## src/rtl/lbus_if_pkg.sv

```systemverilog
// Shared definitions for the LBUS slave bridge: register map, CTRL/STATUS bit positions, FSM encoding.
package lbus_if_pkg;

   localparam logic [15:0] ADDR_STATUS   = 16'h0000;
   localparam logic [15:0] ADDR_CTRL     = 16'h0002;
   localparam logic [15:0] ADDR_OP_BASE  = 16'h0100;
   localparam logic [15:0] ADDR_RES_BASE = 16'h0180;

   localparam int CTRL_START = 0;
   localparam int CTRL_KRDY  = 1;
   localparam int CTRL_SRST  = 2;

   localparam int STAT_BUSY  = 0;
   localparam int STAT_DONE  = 1;
   localparam int STAT_TMO   = 2;
   localparam int STAT_KVLD  = 3;

   typedef enum logic [1:0] {
      IDLE = 2'd0,
      DRDY = 2'd1,
      WAIT = 2'd2
   } state_e;

endpackage

```

## src/rtl/lbus_if_nch.sv

```systemverilog
// Local-bus slave: NCH operand registers, start/busy/done sequencing with a timeout watchdog,
// and an RW-bit result captured from the core and read back as 16-bit words.
module lbus_if_nch
   import lbus_if_pkg::*;
#(
   parameter int DW      = 12,
   parameter int NCH     = 2,
   parameter int RW      = 128,
   parameter int TMO_CYC = 4096
) (
   input  logic              clk_top,
   input  logic              rst_top,
   input  logic [15:0]       lbus_a,
   input  logic [15:0]       lbus_di,
   input  logic              lbus_wr,
   input  logic              lbus_rd,
   output logic [15:0]       lbus_do,
   output logic [NCH*DW-1:0] op_bus,
   output logic              blk_krdy,
   output logic              blk_drdy,
   output logic              blk_en,
   output logic              blk_rstn,
   input  logic [RW-1:0]     blk_dout,
   input  logic              blk_kvld,
   input  logic              blk_dvld
);

   localparam int NRES = RW / 16;
   localparam int CW   = $clog2(TMO_CYC + 2);

   logic [1:0]             rsync_q;
   logic                   rst_n;
   logic [15:0]            wa_q;
   logic                   we_q;
   state_e                 state_q, state_d;
   logic [NCH-1:0][DW-1:0] op_q;
   logic [RW-1:0]          res_q;
   logic [CW-1:0]          cnt_q, cnt_inc;
   logic                   done_q, tmo_q, kvld_q, srst_q, krdy_q;
   logic [15:0]            do_q, rd_d;
   logic                   busy, ctrl_wr, start_req, srst_wr, krdy_wr;
   logic                   tmo_hit, cap_ok, tmo_set;
   logic                   unused_di;

   // Reset asserts immediately but is released only on a clock edge.
   always_ff @(posedge clk_top or negedge rst_top) begin
      if (!rst_top) rsync_q <= 2'b00;
      else          rsync_q <= {rsync_q[0], 1'b1};
   end
   assign rst_n = rsync_q[1];

   assign unused_di = ^lbus_di;

   assign ctrl_wr   = we_q && (wa_q == ADDR_CTRL);
   assign srst_wr   = ctrl_wr && lbus_di[CTRL_SRST];
   assign krdy_wr   = ctrl_wr && lbus_di[CTRL_KRDY];
   assign start_req = ctrl_wr && lbus_di[CTRL_START] && !lbus_di[CTRL_SRST] && (state_q == IDLE);

   // Watchdog counter saturates at all-ones so a long WAIT can never wrap back below TMO_CYC.
   assign cnt_inc = (&cnt_q) ? cnt_q : cnt_q + CW'(1);
   assign tmo_hit = (TMO_CYC != 0) && (state_q == WAIT) && (cnt_inc == CW'(TMO_CYC));
   assign cap_ok  = (state_q == WAIT) && blk_dvld && !srst_wr;
   assign tmo_set = tmo_hit && !blk_dvld && !srst_wr;

   always_ff @(posedge clk_top or negedge rst_n) begin
      if (!rst_n) state_q <= IDLE;
      else        state_q <= state_d;
   end

   always_comb begin
      state_d = state_q;
      case (state_q)
         IDLE:    if (start_req) state_d = DRDY;
         DRDY:    state_d = WAIT;
         WAIT:    if (blk_dvld || tmo_hit) state_d = IDLE;
         default: state_d = IDLE;
      endcase
      if (srst_wr) state_d = IDLE;
   end

   always_comb begin
      busy     = (state_q != IDLE);
      blk_drdy = (state_q == DRDY);
      blk_krdy = krdy_q;
      blk_en   = !srst_q;
      blk_rstn = !srst_q;
   end

   always_comb begin
      rd_d = 16'h0000;
      if (lbus_a == ADDR_STATUS) rd_d = {12'h000, kvld_q, tmo_q, done_q, busy};
      for (int i = 0; i < NCH; i++)
         if (lbus_a == ADDR_OP_BASE + 16'(2 * i)) rd_d = 16'(op_q[i]);
      for (int j = 0; j < NRES; j++)
         if (lbus_a == ADDR_RES_BASE + 16'(2 * j)) rd_d = res_q[16*j +: 16];
   end

   // Address is latched with the strobe; data is taken one edge later via we_q.
   always_ff @(posedge clk_top or negedge rst_n) begin
      if (!rst_n) begin
         wa_q   <= '0;
         we_q   <= 1'b0;
         op_q   <= '0;
         res_q  <= '0;
         cnt_q  <= '0;
         done_q <= 1'b0;
         tmo_q  <= 1'b0;
         kvld_q <= 1'b0;
         srst_q <= 1'b0;
         krdy_q <= 1'b0;
         do_q   <= '0;
      end else begin
         we_q   <= lbus_wr;
         if (lbus_wr) wa_q <= lbus_a;
         krdy_q <= krdy_wr;
         if (ctrl_wr)  srst_q <= lbus_di[CTRL_SRST];
         if (krdy_wr)  kvld_q <= 1'b0;
         if (blk_kvld) kvld_q <= 1'b1;
         if (start_req) begin
            done_q <= 1'b0;
            tmo_q  <= 1'b0;
         end
         if (cap_ok) begin
            done_q <= 1'b1;
            res_q  <= blk_dout;
         end
         if (tmo_set) tmo_q <= 1'b1;
         if (state_q == DRDY)      cnt_q <= '0;
         else if (state_q == WAIT) cnt_q <= cnt_inc;
         if (we_q && !busy)
            for (int i = 0; i < NCH; i++)
               if (wa_q == ADDR_OP_BASE + 16'(2 * i)) op_q[i] <= lbus_di[DW-1:0];
         if (!lbus_rd) do_q <= rd_d;
      end
   end

   assign lbus_do = do_q;
   assign op_bus  = op_q;

endmodule

```

## config.mk

```make
export PLATFORM = sky130hd
export DESIGN_NAME = lbus_if_nch
export DESIGN_NICKNAME = d
export VERILOG_FILES = /design/src/rtl/lbus_if_pkg.sv /design/src/rtl/lbus_if_nch.sv
export SDC_FILE = /design/constraint.sdc
export NUM_CORES = 1
export LEC_CHECK = 0
export ABC_AREA = 1
export BUFFER_PORTS_ARGS = -buffer_cell sky130_fd_sc_hd__buf_4
export CAP_MARGIN = 20
export CORE_MARGIN = 2
export CORE_UTILIZATION = 55
export CTS_BUF_LIST = sky130_fd_sc_hd__clkbuf_4 sky130_fd_sc_hd__clkbuf_8
export CTS_CLUSTER_SIZE = 12
export DETAILED_ROUTE_END_ITERATION = 10
export GPL_TIMING_DRIVEN = 0
export PLACE_DENSITY = 0.9
export SLEW_MARGIN = 5
export SYNTH_ARGS = -nofsm -noshare
export SYNTH_HDL_FRONTEND = slang
export SYNTH_SLANG_ARGS = --single-unit
```

## constraint.sdc

```tcl
create_clock -name clk_top -period 9.75 [get_ports clk_top]
set_clock_uncertainty 0.15 [all_clocks]
set_input_delay 0.4875 -clock clk_top [delete_from_list [all_inputs] [get_ports clk_top]]
set_output_delay 0.4875 -clock clk_top [all_outputs]
set_load 0.005 [all_outputs]
```

# After elaboration in Yosys (flattened, before gate mapping)
# Cells that the tools add are included.
# totals
out_inout_bits	44
ff_bits	207
inputBits	166
# classes
n_reduce_logical	29
n_mux	23
n_eq_ne	18
add_sub_neg	1
# ops
cell	n
$eq 16x9->1 const B	12
$mux 16	10
$mux 13	3
$eq 16x2->1 const B	1
$logic_not 16->1	1
$add 13x1->13 const B	1
$eq 13x13->1 const B	1
$reduce_and 13->1	1
$logic_and 1x1->1	12
$reduce_bool 2->1	5
$mux 2	3
$pmux 2 s3	1
$reduce_and 2->1	3
$logic_not 1->1	5
$mux 1	5
$mux 4	1
$ne 3x2->1 const B	1
$ne 3x3->1 const B	1
$eq 2x1->1 const B	1
$eq 2x2->1 const B	1
$logic_not 2->1	1
$logic_or 1x1->1	1

# Logic depth before layout (Yosys ltp)
# depth
ltp_word	12
ltp_mapped	15
depth_no_buf	15

# Worst setup path after synthesis
# OpenSTA, ideal clock, no wires.
# synth_timing
path_type	register to register
startpoint	register cnt_q[0]
endpoint	register state_q[0]
slack_ps	7722
stages_incl_launch_ff	15
arrival_ps	1762
required_time_ps	9483
period_less_slack_ps	2028
setup_ps	117
path_cell_list	dfrtp_1 -> ha_1 -> inv_1 -> nor2_4 -> nand2_4 -> nor2_8 -> nor2_2 -> nor2_2 -> nand3_1 -> nor2_2 -> nand3_2 -> nand3_2 -> nand2_1 -> nand2_1 -> nand2_1
# synth_via
elab_chain_len	7
elab_cells_between_ends	8
classes_between	add/sub: 1; eq/ne: 2; mux: 1; reduce/logical: 4
# synth_lines
item	line	rtl
from (decl)	lbus_if_nch.sv:38	logic [CW-1:0] cnt_q, cnt_inc;
from (signal assigned)	lbus_if_nch.sv:129	else if (state_q == WAIT) cnt_q <= cnt_inc;
$add 13x1->13 / $reduce_and 13->1 (equally long branches)	lbus_if_nch.sv:60	assign cnt_inc = (&cnt_q) ? cnt_q : cnt_q + CW'(1);
$mux 13 *	lbus_if_nch.sv:60	
$eq 13x13->1 *	lbus_if_nch.sv:61	assign tmo_hit = (TMO_CYC != 0) && (state_q == WAIT) && (cnt_inc == CW'(TMO_CYC));
$logic_and 1x1->1 *	lbus_if_nch.sv:61	
$logic_or 1x1->1 *	lbus_if_nch.sv:75	WAIT: if (blk_dvld || tmo_hit) state_d = IDLE;
$ne 3x2->1 (no line) *	n/a	
$reduce_and 2->1 (no line) *	n/a	
to (signal assigned)	lbus_if_nch.sv:67	else state_q <= state_d;
to (decl)	lbus_if_nch.sv:35	state_e state_q, state_d;
# Mark *: on every way between the ends. The rest lies on a longest branch, timed or not.
# A chain may end at the register's enable or synchronous reset.

# Worst setup path in the final report
# layout_timing
startpoint	register wa_q[5]
endpoint	register res_q[114]
# layout_via
elab_chain_len	5
# layout_lines
item	line	rtl
from (decl)	lbus_if_nch.sv:33	logic [15:0] wa_q;
from (signal assigned)	lbus_if_nch.sv:114	if (lbus_wr) wa_q <= lbus_a;
$eq 16x2->1	lbus_if_nch.sv:54	assign ctrl_wr = we_q && (wa_q == ADDR_CTRL);
$logic_and 1x1->1	lbus_if_nch.sv:54	
$logic_and 1x1->1	lbus_if_nch.sv:55	assign srst_wr = ctrl_wr && lbus_di[CTRL_SRST];
$logic_not 1->1	lbus_if_nch.sv:62	assign cap_ok = (state_q == WAIT) && blk_dvld && !srst_wr;
$logic_and 1x1->1	lbus_if_nch.sv:62	
to (signal assigned)	lbus_if_nch.sv:125	res_q <= blk_dout;
to (decl)	lbus_if_nch.sv:37	logic [RW-1:0] res_q;
# Every way passes these cells.

==> flow_metrics.py <==
metrics = {
    "status": {
        "status": "finished, final reports clean",
    },
    "route": {
        "drtIter0Drc": 1206,
        "wl_per_cell_microns": 17.71,
        "drc": 0,
        "finalWirelength_mm": 31.60,
        "wl_met3_mm": 2.982,
        "met2_wirelength_mm": 14.73,
        "antenna_left": 0,
        "via_count": 10190,
        "wl_met1_mm": 12.12,
        "drtPass1Iterations": 8,
        "top_layer_used": "met4",
        "via_per_inst": 5.710,
    },
    "die": {
        "rows": 49,
        "die_x_microns": 140.3,
        "core_area_sq_um": 18090,
        "die_y_microns": 140.3,
        "ios": 210,
        "die_area_sq_um": 19680,
        "initial_utilization": 0.5649,
    },
    "global_routing": {
        "grt_pass1_vias": 9881,
        "antenna_found_initial": 2,
        "grt_overflow_total": 0,
        "grt_use_total": 0.3219,
        "grt_pass1_wl_mm": 49.69,
        "grt_max_degree": 63,
    },
    "sta": {
        "tns_ns": 0,
        "fmax_ghz": 0.4047,
        "hold_viol": 0,
        "final-setup-viol-count": 0,
        "maxSlewViolCount": 0,
        "min_period_over_period": 0.2534,
        "period_needed_ns": 2.471,
        "tightest_slew_ns": 0.8038,
        "max-slew-margin-rel": 0.4600,
        "rsz0062_at_grt": "no",
    },
    "final_layout": {
        "fin_nets": 1699,
        "fin_cells": 1784,
        "utilization": 0.7152,
        "syn_to_final_growth_pct": 26.61,
        "drive_above_1_share": 0.2428,
        "nFillCells": 1300,
    },
    "power_and_ir_drop": {
        "power.density_nw_per_um2": 223.5,
        "p_leak_nw": 6.829,
        "p_clk_frac": 0.303,
        "p_seq_frac": 0.450,
        "p_switching_w": 0.0009752,
        "ir_drop_v": 0.0001001,
        "p_sw_frac": 0.3373,
        "power_frac_comb": 0.247,
        "p_int_w": 0.001916,
    },
    "cts": {
        "tritoncts": "done",
        "htree_levels": 2,
        "clk_pin_slew_ns": 0.06,
        "cts.path.max_buffers": 3,
        "cts_num_sinks": 207,
        "cts_resized": 0,
        "root_buffer": "clkbuf_8",
        "clock_latency_ns": 0.54,
        "post_cts_buffers": 0,
        "cts_buffers": 35,
    },
    "logic_synthesis": {
        "synth_cells": 1284,
        "synth_top_cell_area_share": 0.5070,
        "avgSynthCellArea_sq_um": 7.956,
        "ys_warn_count": 0,
        "synth_largest_area_cell": "dfrtp_1",
        "synth_top_flop_cell": "dfrtp_1",
        "synth_area_leaders": "dfrtp_1, nand2_1, nand3_1, nor2_1, inv_1",
        "syn-num-nets": 1455,
        "synth.cell_area_sq_um": 10220,
        "synth-seq-cells": 207,
        "yosysSeqAreaShare": 0.5070,
        "synth_edf_count": 0,
        "synth_cell_types": 37,
        "async_flop_share": 1.000,
    },
    "place": {
        "globalplace.congestion": 0.9401,
        "dp_cells": 1718,
        "port_buffers": 202,
        "post-dp-hpwl_mm": 23.64,
    },
    "worst_setup_path": {
        "path_class": "reg -> reg",
        "path_max_fanout": 10,
        "r2r_start": "wa_q[5]",
        "worstPathRequired_ns": 10.02,
        "worstSetupStartpointType": "flip-flop",
        "endpoint_kind": "flip-flop",
        "crit_arrival_ns": 2.74,
        "startpoint": "wa_q[5]",
    },
    "run": {
        "maxCapViolCount": 0,
    },
    "min_path": {
        "hp-class": "in -> reg",
        "hp-start": "blk_kvld",
    },
}
==> cell families after synthesis <==
kind of cell | share of synthesized area
AND/OR/NAND/NOR | 0.3413
flip-flops | 0.5070
buffers and inverters | 0.07128
AO/OA/AOI/OAI | 0.06748
adder cells (fa/ha/maj) | 0.006124
multiplexers | 0.005511
other | 0.0003671
XOR/XNOR | 0.0008575
==> stage by stage <==
stage	hold slack (ns)	setup slack, ns	cell area (sq um)	power, W
2_1_floorplan	0.04191	3.405	10220	0.001747
3_3_place_gp	0.1208	1.381	12020	0.001947
3_5_place_dp	0.1213	7.234	12110	0.002001
4_1_cts	0.003813	7.294	12930	0.002883
5_1_grt	0.01118	7.145	12930	0.003050
6_report	0.01064	7.279	12930	0.002892
==> sequential cells by signal, indices dropped and copies added (netlist names), 2 cells and up <==
name     flops
wa_q        16
res_q      128
state_q      2
lbus_do     16
cnt_q       13
op_bus      24
rsync_q      2
==> layout make-up <==
class	count	area [sq um]	share of cell area
antenna	2	5.005	0.0003869
timing repair buffer	207	1619	0.1252
clock buffer	55	713.2	0.05514
multi-input combinational	917	4308	0.3330
buffer	66	375.4	0.02902
inverter	94	352.8	0.02728
tap	229	286.5	0.02215
sequential	207	5184	0.4008
clock inverter	7	91.34	0.007061
==> critical path, cell delays in order (launching register included) <==
cell,delay (ns)
dfrtp_1,0.37
nor2_1,0.13
nand2_1,0.08
nor4_2,0.19
nand2_1,0.13
inv_2,0.10
nand3_2,0.14
nand2_1,0.12
inv_2,0.08
clkbuf_1,0.33
buf_2,0.30
nand3_1,0.14
nand2_1,0.08
==> placed cells by master (no fill, tap or decap), types with 23 or more instances in the layout <==
cell / count
clkbuf_1: 23
a21oi_1: 47
inv_1: 85
nor2_2: 24
nand3_1: 183
dfrtp_1: 206
o21ai_0: 46
clkbuf_8: 48
nor2_1: 102
nand4_1: 42
buf_4: 218
nand2_1: 403
==> repair_timing <==
action,4_1_cts,5_1_grt
hold endpoints to repair,3,0
setup endpoints to repair,0,0
hold buffers,2,0
==> cell usage after synthesis (5+ instances only) <==
| cell type | count |
|---|---|
| inv_2 | 9 |
| mux2_2 | 5 |
| nand3_1 | 183 |
| nand2_1 | 403 |
| nor3_1 | 7 |
| ha_1 | 5 |
| nand4_1 | 42 |
| buf_4 | 16 |
| nand3_2 | 5 |
| a21oi_1 | 47 |
| a21oi_2 | 11 |
| o21ai_0 | 46 |
| o211ai_1 | 7 |
| dfrtp_1 | 207 |
| inv_1 | 85 |
| clkbuf_1 | 23 |
| buf_6 | 6 |
| nor2_1 | 102 |
| nor2_2 | 24 |
| buf_2 | 18 |
==> power groups by stage <==
stage,clock network (W),logic [W],registers (W)
2_1_floorplan,0,0.000484,0.00126
3_3_place_gp,0,0.000644,0.00130
3_5_place_dp,0,0.000699,0.00130
4_1_cts,0.000882,0.000708,0.00129
5_1_grt,0.000919,0.000805,0.00133
6_report,0.000876,0.000715,0.00130
==> final timing paths <==
check / to / slack (ns) / cells past startpoint
max: res_q[114] / 7.28 / 12
min: kvld_q / 0.01 / 2
max reg2reg: res_q[114] / 7.28 / 12
min reg2reg: cnt_q[9] / 0.19 / 0
max in group asynchronous: res_q[86] / 8.25 / 2
min in group asynchronous: rsync_q[1] / 0.12 / 2
==> per-layer routing <==
| layer | vias to the layer above | track usage |
|---|---|---|
| li1 | 4676 | - |
| met1 | 4768 | 0.4194 |
| met2 | 620 | 0.5144 |
| met3 | 122 | 0.05812 |
| met4 | 0 | 0.1770 |
| met5 | - | 0 |
No activity file was read; power rests on OpenSTA's default activity.
